$ cat config.mk
export PLATFORM = sky130hd
export DESIGN_NAME = display_core
export DESIGN_NICKNAME = d
export VERILOG_FILES = /design/src/rtl/graphics_pkg.sv /design/src/rtl/video_timing.sv /design/src/rtl/display_core.sv
export SDC_FILE = /design/constraint.sdc
export NUM_CORES = 1
export LEC_CHECK = 0
export CORE_AREA = 2 2 124 126
export DETAILED_ROUTE_END_ITERATION = 8
export DIE_AREA = 0 0 126 128
export SKIP_LAST_GASP = 1
export SLEW_MARGIN = 40
export SYNTH_ARGS = -nofsm -noshare
export SYNTH_HDL_FRONTEND = slang
export SYNTH_SLANG_ARGS = --single-unit
export TNS_END_PERCENT = 30
$ cat constraint.sdc
create_clock -name pixel_clk -period 2.4 [get_ports pixel_clk]
set_clock_uncertainty 0.15 [all_clocks]
set_input_delay 0.48 -clock pixel_clk [delete_from_list [all_inputs] [get_ports pixel_clk]]
set_output_delay 0.48 -clock pixel_clk [all_outputs]
set_load 0.01 [all_outputs]
$ cat src/rtl/graphics_pkg.sv
// Shared types and constants for the pattern-generating display core.
package graphics_pkg;

  typedef enum logic [1:0] {
    MODE_BLACK    = 2'd0,
    MODE_BARS     = 2'd1,
    MODE_CHECKER  = 2'd2,
    MODE_GRADIENT = 2'd3
  } mode_e;

  // Bar colours as {r,g,b} on/off flags; index 0 is the leftmost bar (white).
  localparam logic [7:0][2:0] BAR_RGB = {
    3'b000, 3'b001, 3'b100, 3'b101, 3'b010, 3'b011, 3'b110, 3'b111
  };

endpackage

$ cat src/rtl/video_timing.sv
// Parametrised raster counters: x/y position plus the region flags derived from them.
module video_timing #(
  parameter int H_ACTIVE = 1280,
  parameter int H_FP     = 110,
  parameter int H_SYNC   = 40,
  parameter int H_BP     = 220,
  parameter int V_ACTIVE = 720,
  parameter int V_FP     = 5,
  parameter int V_SYNC   = 5,
  parameter int V_BP     = 20
) (
  input  logic        i_clk,
  input  logic        i_reset,
  output logic [15:0] o_x,
  output logic [15:0] o_y,
  output logic        o_vis,
  output logic        o_hs_act,
  output logic        o_vs_act,
  output logic        o_line_end,
  output logic        o_frame_end,
  output logic        o_vblank_start
);

  localparam logic [15:0] X_LAST = 16'(H_ACTIVE + H_FP + H_SYNC + H_BP - 1);
  localparam logic [15:0] Y_LAST = 16'(V_ACTIVE + V_FP + V_SYNC + V_BP - 1);
  localparam logic [15:0] X_ACT  = 16'(H_ACTIVE);
  localparam logic [15:0] Y_ACT  = 16'(V_ACTIVE);
  localparam logic [15:0] HS_BEG = 16'(H_ACTIVE + H_FP);
  localparam logic [15:0] HS_END = 16'(H_ACTIVE + H_FP + H_SYNC);
  localparam logic [15:0] VS_BEG = 16'(V_ACTIVE + V_FP);
  localparam logic [15:0] VS_END = 16'(V_ACTIVE + V_FP + V_SYNC);

  logic [15:0] r_x;
  logic [15:0] r_y;
  logic        w_line_end;

  assign w_line_end = (r_x == X_LAST);

  // NOTE: non-blocking so x and y both advance from the same pre-edge values.
  always_ff @(posedge i_clk) begin
    if (i_reset) begin
      r_x <= '0;
      r_y <= '0;
    end else if (w_line_end) begin
      r_x <= '0;
      r_y <= (r_y == Y_LAST) ? 16'd0 : r_y + 16'd1;
    end else begin
      r_x <= r_x + 16'd1;
    end
  end

  assign o_x            = r_x;
  assign o_y            = r_y;
  assign o_vis          = (r_x < X_ACT) && (r_y < Y_ACT);
  assign o_hs_act       = (r_x >= HS_BEG) && (r_x < HS_END);
  assign o_vs_act       = (r_y >= VS_BEG) && (r_y < VS_END);
  assign o_line_end     = w_line_end;
  assign o_frame_end    = w_line_end && (r_y == Y_LAST);
  assign o_vblank_start = (r_x == 16'd0) && (r_y == Y_ACT);

endmodule

$ cat src/rtl/display_core.sv
// Graphics core top: raster timing, per-frame pattern selection, aligned output
// pipeline and a latched vblank interrupt.
module display_core
  import graphics_pkg::*;
#(
  parameter int   H_ACTIVE    = 1280,
  parameter int   H_FP        = 110,
  parameter int   H_SYNC      = 40,
  parameter int   H_BP        = 220,
  parameter int   V_ACTIVE    = 720,
  parameter int   V_FP        = 5,
  parameter int   V_SYNC      = 5,
  parameter int   V_BP        = 20,
  parameter logic HSYNC_POL   = 1'b1,
  parameter logic VSYNC_POL   = 1'b1,
  parameter int   COLOR_BITS  = 4,
  parameter int   CHECK_SHIFT = 5,
  parameter int   PIPE_DEPTH  = 2
) (
  input  logic                  pixel_clk,
  input  logic                  reset,
  input  logic [1:0]            mode_req,
  input  logic                  mode_we,
  input  logic                  int_ack,
  output logic                  disp_clk,
  output logic                  disp_hsync,
  output logic                  disp_vsync,
  output logic                  disp_de,
  output logic [COLOR_BITS-1:0] disp_r,
  output logic [COLOR_BITS-1:0] disp_g,
  output logic [COLOR_BITS-1:0] disp_b,
  output logic [1:0]            mode_active,
  output logic [15:0]           frame_count,
  output logic                  int_vblank
);

  typedef struct packed {
    logic                  hs;
    logic                  vs;
    logic                  de;
    logic                  vbl;
    logic [COLOR_BITS-1:0] r;
    logic [COLOR_BITS-1:0] g;
    logic [COLOR_BITS-1:0] b;
  } bus_t;

  localparam bus_t BUS_IDLE = bus_t'({~HSYNC_POL, ~VSYNC_POL, {(2 + 3 * COLOR_BITS){1'b0}}});
  localparam logic [15:0] BAR_LAST = 16'(H_ACTIVE / 8 - 1);

  logic [15:0] w_x;
  logic [15:0] w_y;
  logic        w_vis;
  logic        w_hs_act;
  logic        w_vs_act;
  logic        w_line_end;
  logic        w_frame_end;
  logic        w_vblank_start;

  video_timing #(
    .H_ACTIVE (H_ACTIVE),
    .H_FP     (H_FP),
    .H_SYNC   (H_SYNC),
    .H_BP     (H_BP),
    .V_ACTIVE (V_ACTIVE),
    .V_FP     (V_FP),
    .V_SYNC   (V_SYNC),
    .V_BP     (V_BP)
  ) u_timing (
    .i_clk          (pixel_clk),
    .i_reset        (reset),
    .o_x            (w_x),
    .o_y            (w_y),
    .o_vis          (w_vis),
    .o_hs_act       (w_hs_act),
    .o_vs_act       (w_vs_act),
    .o_line_end     (w_line_end),
    .o_frame_end    (w_frame_end),
    .o_vblank_start (w_vblank_start)
  );

  // Bar position tracked alongside x so no divider is needed for the bar index.
  logic [15:0] r_bar_pix;
  logic [2:0]  r_bar_idx;

  always_ff @(posedge pixel_clk) begin
    if (reset || w_line_end) begin
      r_bar_pix <= '0;
      r_bar_idx <= '0;
    end else if (r_bar_pix == BAR_LAST) begin
      r_bar_pix <= '0;
      r_bar_idx <= r_bar_idx + 3'd1;
    end else begin
      r_bar_pix <= r_bar_pix + 16'd1;
    end
  end

  mode_e       r_mode_pend;
  mode_e       r_mode_act;
  logic [15:0] r_frame_cnt;

  // A write on the boundary cycle lands in pending only; active takes the old pending.
  always_ff @(posedge pixel_clk) begin
    if (reset) begin
      r_mode_pend <= MODE_BLACK;
      r_mode_act  <= MODE_BLACK;
      r_frame_cnt <= '0;
    end else begin
      if (mode_we) begin
        r_mode_pend <= mode_e'(mode_req);
      end
      if (w_frame_end) begin
        r_mode_act  <= r_mode_pend;
        r_frame_cnt <= r_frame_cnt + 16'd1;
      end
    end
  end

  bus_t w_stage0;

  always_comb begin
    // NOTE: whole struct defaulted first so no field can infer a latch.
    w_stage0     = '0;
    w_stage0.hs  = w_hs_act ? HSYNC_POL : ~HSYNC_POL;
    w_stage0.vs  = w_vs_act ? VSYNC_POL : ~VSYNC_POL;
    w_stage0.de  = w_vis;
    w_stage0.vbl = w_vblank_start;
    if (w_vis) begin
      unique case (r_mode_act)
        MODE_BARS: begin
          w_stage0.r = {COLOR_BITS{BAR_RGB[r_bar_idx][2]}};
          w_stage0.g = {COLOR_BITS{BAR_RGB[r_bar_idx][1]}};
          w_stage0.b = {COLOR_BITS{BAR_RGB[r_bar_idx][0]}};
        end
        MODE_CHECKER: begin
          if (w_x[CHECK_SHIFT] ^ w_y[CHECK_SHIFT]) begin
            w_stage0.r = '1;
            w_stage0.g = '1;
            w_stage0.b = '1;
          end
        end
        MODE_GRADIENT: begin
          w_stage0.r = w_x[COLOR_BITS+3:4];
          w_stage0.g = w_y[COLOR_BITS+3:4];
          w_stage0.b = r_frame_cnt[COLOR_BITS-1:0];
        end
        default: ;
      endcase
    end
  end

  bus_t [PIPE_DEPTH-1:0] r_pipe;

  always_ff @(posedge pixel_clk) begin
    if (reset) begin
      // NOTE: every stage is reset so the bus goes idle on the very next cycle.
      for (int i = 0; i < PIPE_DEPTH; i++) begin
        r_pipe[i] <= BUS_IDLE;
      end
    end else begin
      r_pipe[0] <= w_stage0;
      for (int i = 1; i < PIPE_DEPTH; i++) begin
        r_pipe[i] <= r_pipe[i-1];
      end
    end
  end

  bus_t w_bus;
  logic r_int_vblank;

  assign w_bus = r_pipe[PIPE_DEPTH-1];

  // The delayed set pulse shows on the output at once and outranks an ack.
  always_ff @(posedge pixel_clk) begin
    if (reset) begin
      r_int_vblank <= 1'b0;
    end else begin
      r_int_vblank <= w_bus.vbl | (r_int_vblank & ~int_ack);
    end
  end

  assign disp_clk    = pixel_clk;
  assign disp_hsync  = w_bus.hs;
  assign disp_vsync  = w_bus.vs;
  assign disp_de     = w_bus.de;
  assign disp_r      = w_bus.r;
  assign disp_g      = w_bus.g;
  assign disp_b      = w_bus.b;
  assign mode_active = r_mode_act;
  assign frame_count = r_frame_cnt;
  assign int_vblank  = r_int_vblank | w_bus.vbl;

  logic w_unused;
  assign w_unused = &{1'b0, w_x, w_y};

endmodule

# Yosys cells after proc, flatten, opt, wreduce, memory -nomap -nowiden
# Memories as Yosys holds them, arrays and structs flattened. A register that Yosys moved wholly into a read port is not among the register bits.
# Cells that the tools add are included.
# word_totals
input_bits,6
reg_bits,104
elab_cells,66
output_inout_bits,35
rom_bits,24
n_memories,1
ramBits,0
latch_bits,0
# memory_table
memory,depth,word_bits,rd,rd_ports_with_merged_regs,write_ports,line_no,rtl
(no name shown),8,3,1,1,0,display_core.sv:132,w_stage0.b = {COLOR_BITS{BAR_RGB[r_bar_idx][0]}};
# classes
n_lt_le_gt_ge,7
n_eq_ne,7
add_sub_neg,5
n_mux,8
multipliers,0
n_reduce_logical,10
div_mod_pow,0
shifts,0
n_bitwise,6
# op_table
cell,count
"16-bit by 1-bit adder with 16-bit output, second input constant",4
12-bit case mux with 3 select lines,1
"16-bit by 10-bit equality test with 1-bit output, second input constant",2
"16-bit by 10-bit < comparator with 1-bit output, second input constant",2
"16-bit by 11-bit < comparator with 1-bit output, second input constant",2
"16-bit by 11-bit equality test with 1-bit output, second input constant",1
"16-bit by 8-bit equality test with 1-bit output, second input constant",1
"16-bit by 10-bit >= comparator with 1-bit output, second input constant",1
"16-bit by 11-bit >= comparator with 1-bit output, second input constant",1
16-bit logical NOT,1
16-bit 2-to-1 mux,1
12-bit 2-to-1 mux,1
3-bit 2-to-1 mux,3
2-bit OR reduction,3
1-bit logical AND,5
"2-bit equality test, second input constant",2
"3-bit by 4-bit < comparator with 1-bit output, second input constant",1
"3-bit by 1-bit adder with 3-bit output, second input constant",1
"2-bit by 1-bit equality test with 1-bit output, second input constant",1
1-bit 2-to-1 mux,2
1-bit inverter,2
1-bit bitwise OR,2
1-bit AND,1
1-bit logical OR,1
1-bit bitwise XOR,1

# Longest topological paths before layout
# depth
ltp_word,4
ltp_mapped,9
ltp_nobuf,6

# Modules after synthesis
# From an unflattened synthesis, not the netlist that was laid out.
# hier_totals
hier_cells,530
hier_area_um2,4708.3
# by_module_without_submodules
module,area_each_um2,cells_each,instances,seq_area_each_um2
display_core,2850.2,299,1,1501.4
video_timing,1858.0,231,1,640.6

==> metrics.md <==
| Metric | Value |
|---|---|
| Count leader, synth | `dfxtp_1` |
| Static leakage | `2.05 nW` |
| R2r setup slk | `0.14 ns` |
| Crit start category | `clock port` |
| GR Overflow Total | `0` |
| Data required, critical path | `1.77 ns` |
| Vias per inst | `5.23` |
| Most frequent CP cell | `clkbuf_16` |
| Worst min-delay path class | `reg -> reg` |
| Worst setup EP type | `primary output` |
| Async S/R FF share, synth | `0%` |
| Die Wd | `approximately 130 microns` |
| Post-Syn Area | `4780 sq um` |
| Share of layout cells above drive strength 1 | `11.7%` |
| Vias in the first global route | `just under 4000` |
| Sequential share of the synthesized area | `44.8%` |
| Residual DRC count | `0` |
| Core Region | `14900 sq um` |
| Outcome | `completed` |
| Routability congestion estimate | `about 0.83` |
| Initial Util | `32.2%` |
| Worst slew margin | `66.1%` |
| RSZ-0062 raised after global routing | `false` |
| Initial DRC Count | `roughly 240` |
| Commonest cells in the netlist | `107 x dfxtp_1, 52 x a21oi_1, 43 x nand2_1, 35 x nor2_1, 22 x nand3_1` |
| CP max stage delay | `0.27 ns` |
| PD cells | `615 nW/um^2` |
| ANT nets after route | `0` |
| Total iterations of the first detailed-routing run | `4` |
| Seq cells post-synth | `around 110` |
| Synth area leader | `dfxtp_1` |
| Final Max Slew Viols | `0` |
| Clk Latency, worst-skew pair | `0.46 ns` |
| CP Class | `clk -> out` |
| Mean post-synth cell area | `about 8.8 sq um` |
| Cell variety after synth | `45` |
| Initial antenna violation count | `0` |
| Max-Cap Viols | `0` |
| Synth top area cells | `dfxtp_1 45%, a21oi_1 5.4%, nand2_1 3.4%` |
| Most used DFF post-synth | `dfxtp_1` |
| CP max FO | `2` |
| CTS tree | `built` |
| Critical Path AT | `roughly 1.7 ns` |
| Hold bufs inserted after CTS | `0` |
| I/O Pins | `a little over 40` |
| Net Count, Synth | `around 560` |
| Yosys warning total | `0` |
| Top-area cell type share of the netlist area | `44.8%` |
| Setup TNS Final | `0 ns` |
| IO Port Bufs | `40` |
| Antenna cells | `0` |
| Drt wl/cell | `14.0 microns` |
| Fin nets | `601` |
| Die area | `16100 sq um` |
| Via count | `4068` |
| Global Route Usage Sum | `approximately 14%` |
| Final wirelength | `10900 microns` |
| First-pass GRT wire length | `18100 microns` |
| Detail Placement HPWL | `7820 microns` |
| Hold violation count in the final report | `0` |
| # rows | `45` |
| Slowest library cell on the worst path | `dlygate4sd2_1` |
| Hold Slack | `0.286 ns` |
| Count of flip-flops with a built-in enable after synthesis | `0` |
| Worst-path cell chain | `clkbuf_16 -> clkbuf_16 -> dlygate4sd2_1` |
| Peak supply drop | `~420 uV` |
| Worst-Margin Slew | `around 0.5 ns` |
| Largest net degree at the start of global routing | `33` |
| CTS clk-pin slew, worst paths | `roughly 0.070 ns` |
| Area grow syn2layout | `22.0%` |
| Die Ht | `128 microns` |
| Final setup violation count | `0` |
| Post-Synthesis Cells | `542` |
[cell type report]
class | instances | area (sq um)
Timing Repair Buffer | 76 | 693
Inverter | 11 | 41.3
Sequential cell | 107 | 2140
Clock inverter | 6 | 47.5
Multi-Input combinational cell | 376 | 2350
Tap cell | 188 | 235
Clock buffer | 14 | 323
Fill cell | 1472 | 9030
[per-layer routing]
layer	up-vias	global-route usage, %	wire length (microns)
li1	2040	-	-
met1	1936	17.7	5270
met2	83	22.0	5040
met3	9	2.92	471
met4	0	7.18	132
met5	-	0	0
[critical path: cells and delay by family]
family   cells  cell delay, ns
buf+inv      3            0.52
[sequential cells by signal, summed over array words and instances (netlist names), 4 cells and up, named ones only]
register,count
u_timing.o_y,16
disp_b,4
u_timing.o_x,16
disp_r,4
r_bar_pix,16
disp_g,4
r_pipe,17
frame_count,16
[power breakdown]
part | internal [mW] | switching, mW | leakage [nW]
combinational | 0.0388 | 0.0500 | 0.995
clock | 0.974 | 0.727 | 0.187
sequential | 1.79 | 0.0135 | 0.864
total | 2.80 | 0.790 | 2.05
[per-stage QoR]
stage / utilization, % / instances / setup WS (ns) / total power, mW / instance area (sq um)
floorplan: - / 542 / 0.206 / 1.93 / 4780
global placement: 36.7 / 757 / 0.0272 / 1.97 / 5450
detailed placement: 36.7 / 757 / 0.0669 / 1.97 / 5450
CTS: 39.1 / 776 / 0.0468 / 3.64 / 5810
global route: 39.2 / 778 / 0.0372 / 3.73 / 5830
finish: 39.2 / 778 / 0.0537 / 3.59 / 5830
[final timing paths]
path	start	to	depth (start not counted)
worst max-delay path	pixel_clk	disp_clk	3
worst min-delay path	r_pipe[14]$_SDFF_PP0_	disp_vsync$_SDFF_PP0_	1
worst max register to register	u_timing.o_x[12]$_SDFF_PP0_	frame_count[13]$_SDFFE_PP0P_	5
worst min register to register	r_pipe[14]$_SDFF_PP0_	disp_vsync$_SDFF_PP0_	1
[cell families (layout without fill, tap and decap cells)]
family,after synthesis,in the layout,share of synthesized area [%]
and+or+nand+nor,236,236,28.3
xor gates and xnor gates,24,24,4.40
DFF,107,107,44.8
buffers and inverters,59,107,6.15
muxes,4,4,0.890
adders and majority gates,10,10,2.62
AOI/OAI and AO/OA,102,102,12.9
[repair_timing]
| item | 4_1_cts | 5_1_grt |
|---|---|---|
| endpoints found under the setup margin | 1 | 16 |
| resized for setup | 1 | 1 |
| setup buffers | 0 | 2 |
[layout by cell type (no fill, tap or decap), types with 13 or more instances in the layout]
cell	n
a21oi_1	52
buf_4	35
clkdlybuf4s50_1	39
dfxtp_1	107
nand2_1	43
nand3_1	22
nand4_1	20
nor2_1	35
nor2b_1	21
o21ai_0	13
o31ai_1	20
or3_1	13
or4_1	21
xnor2_1	13
No activity file was read; power rests on OpenSTA's default activity.
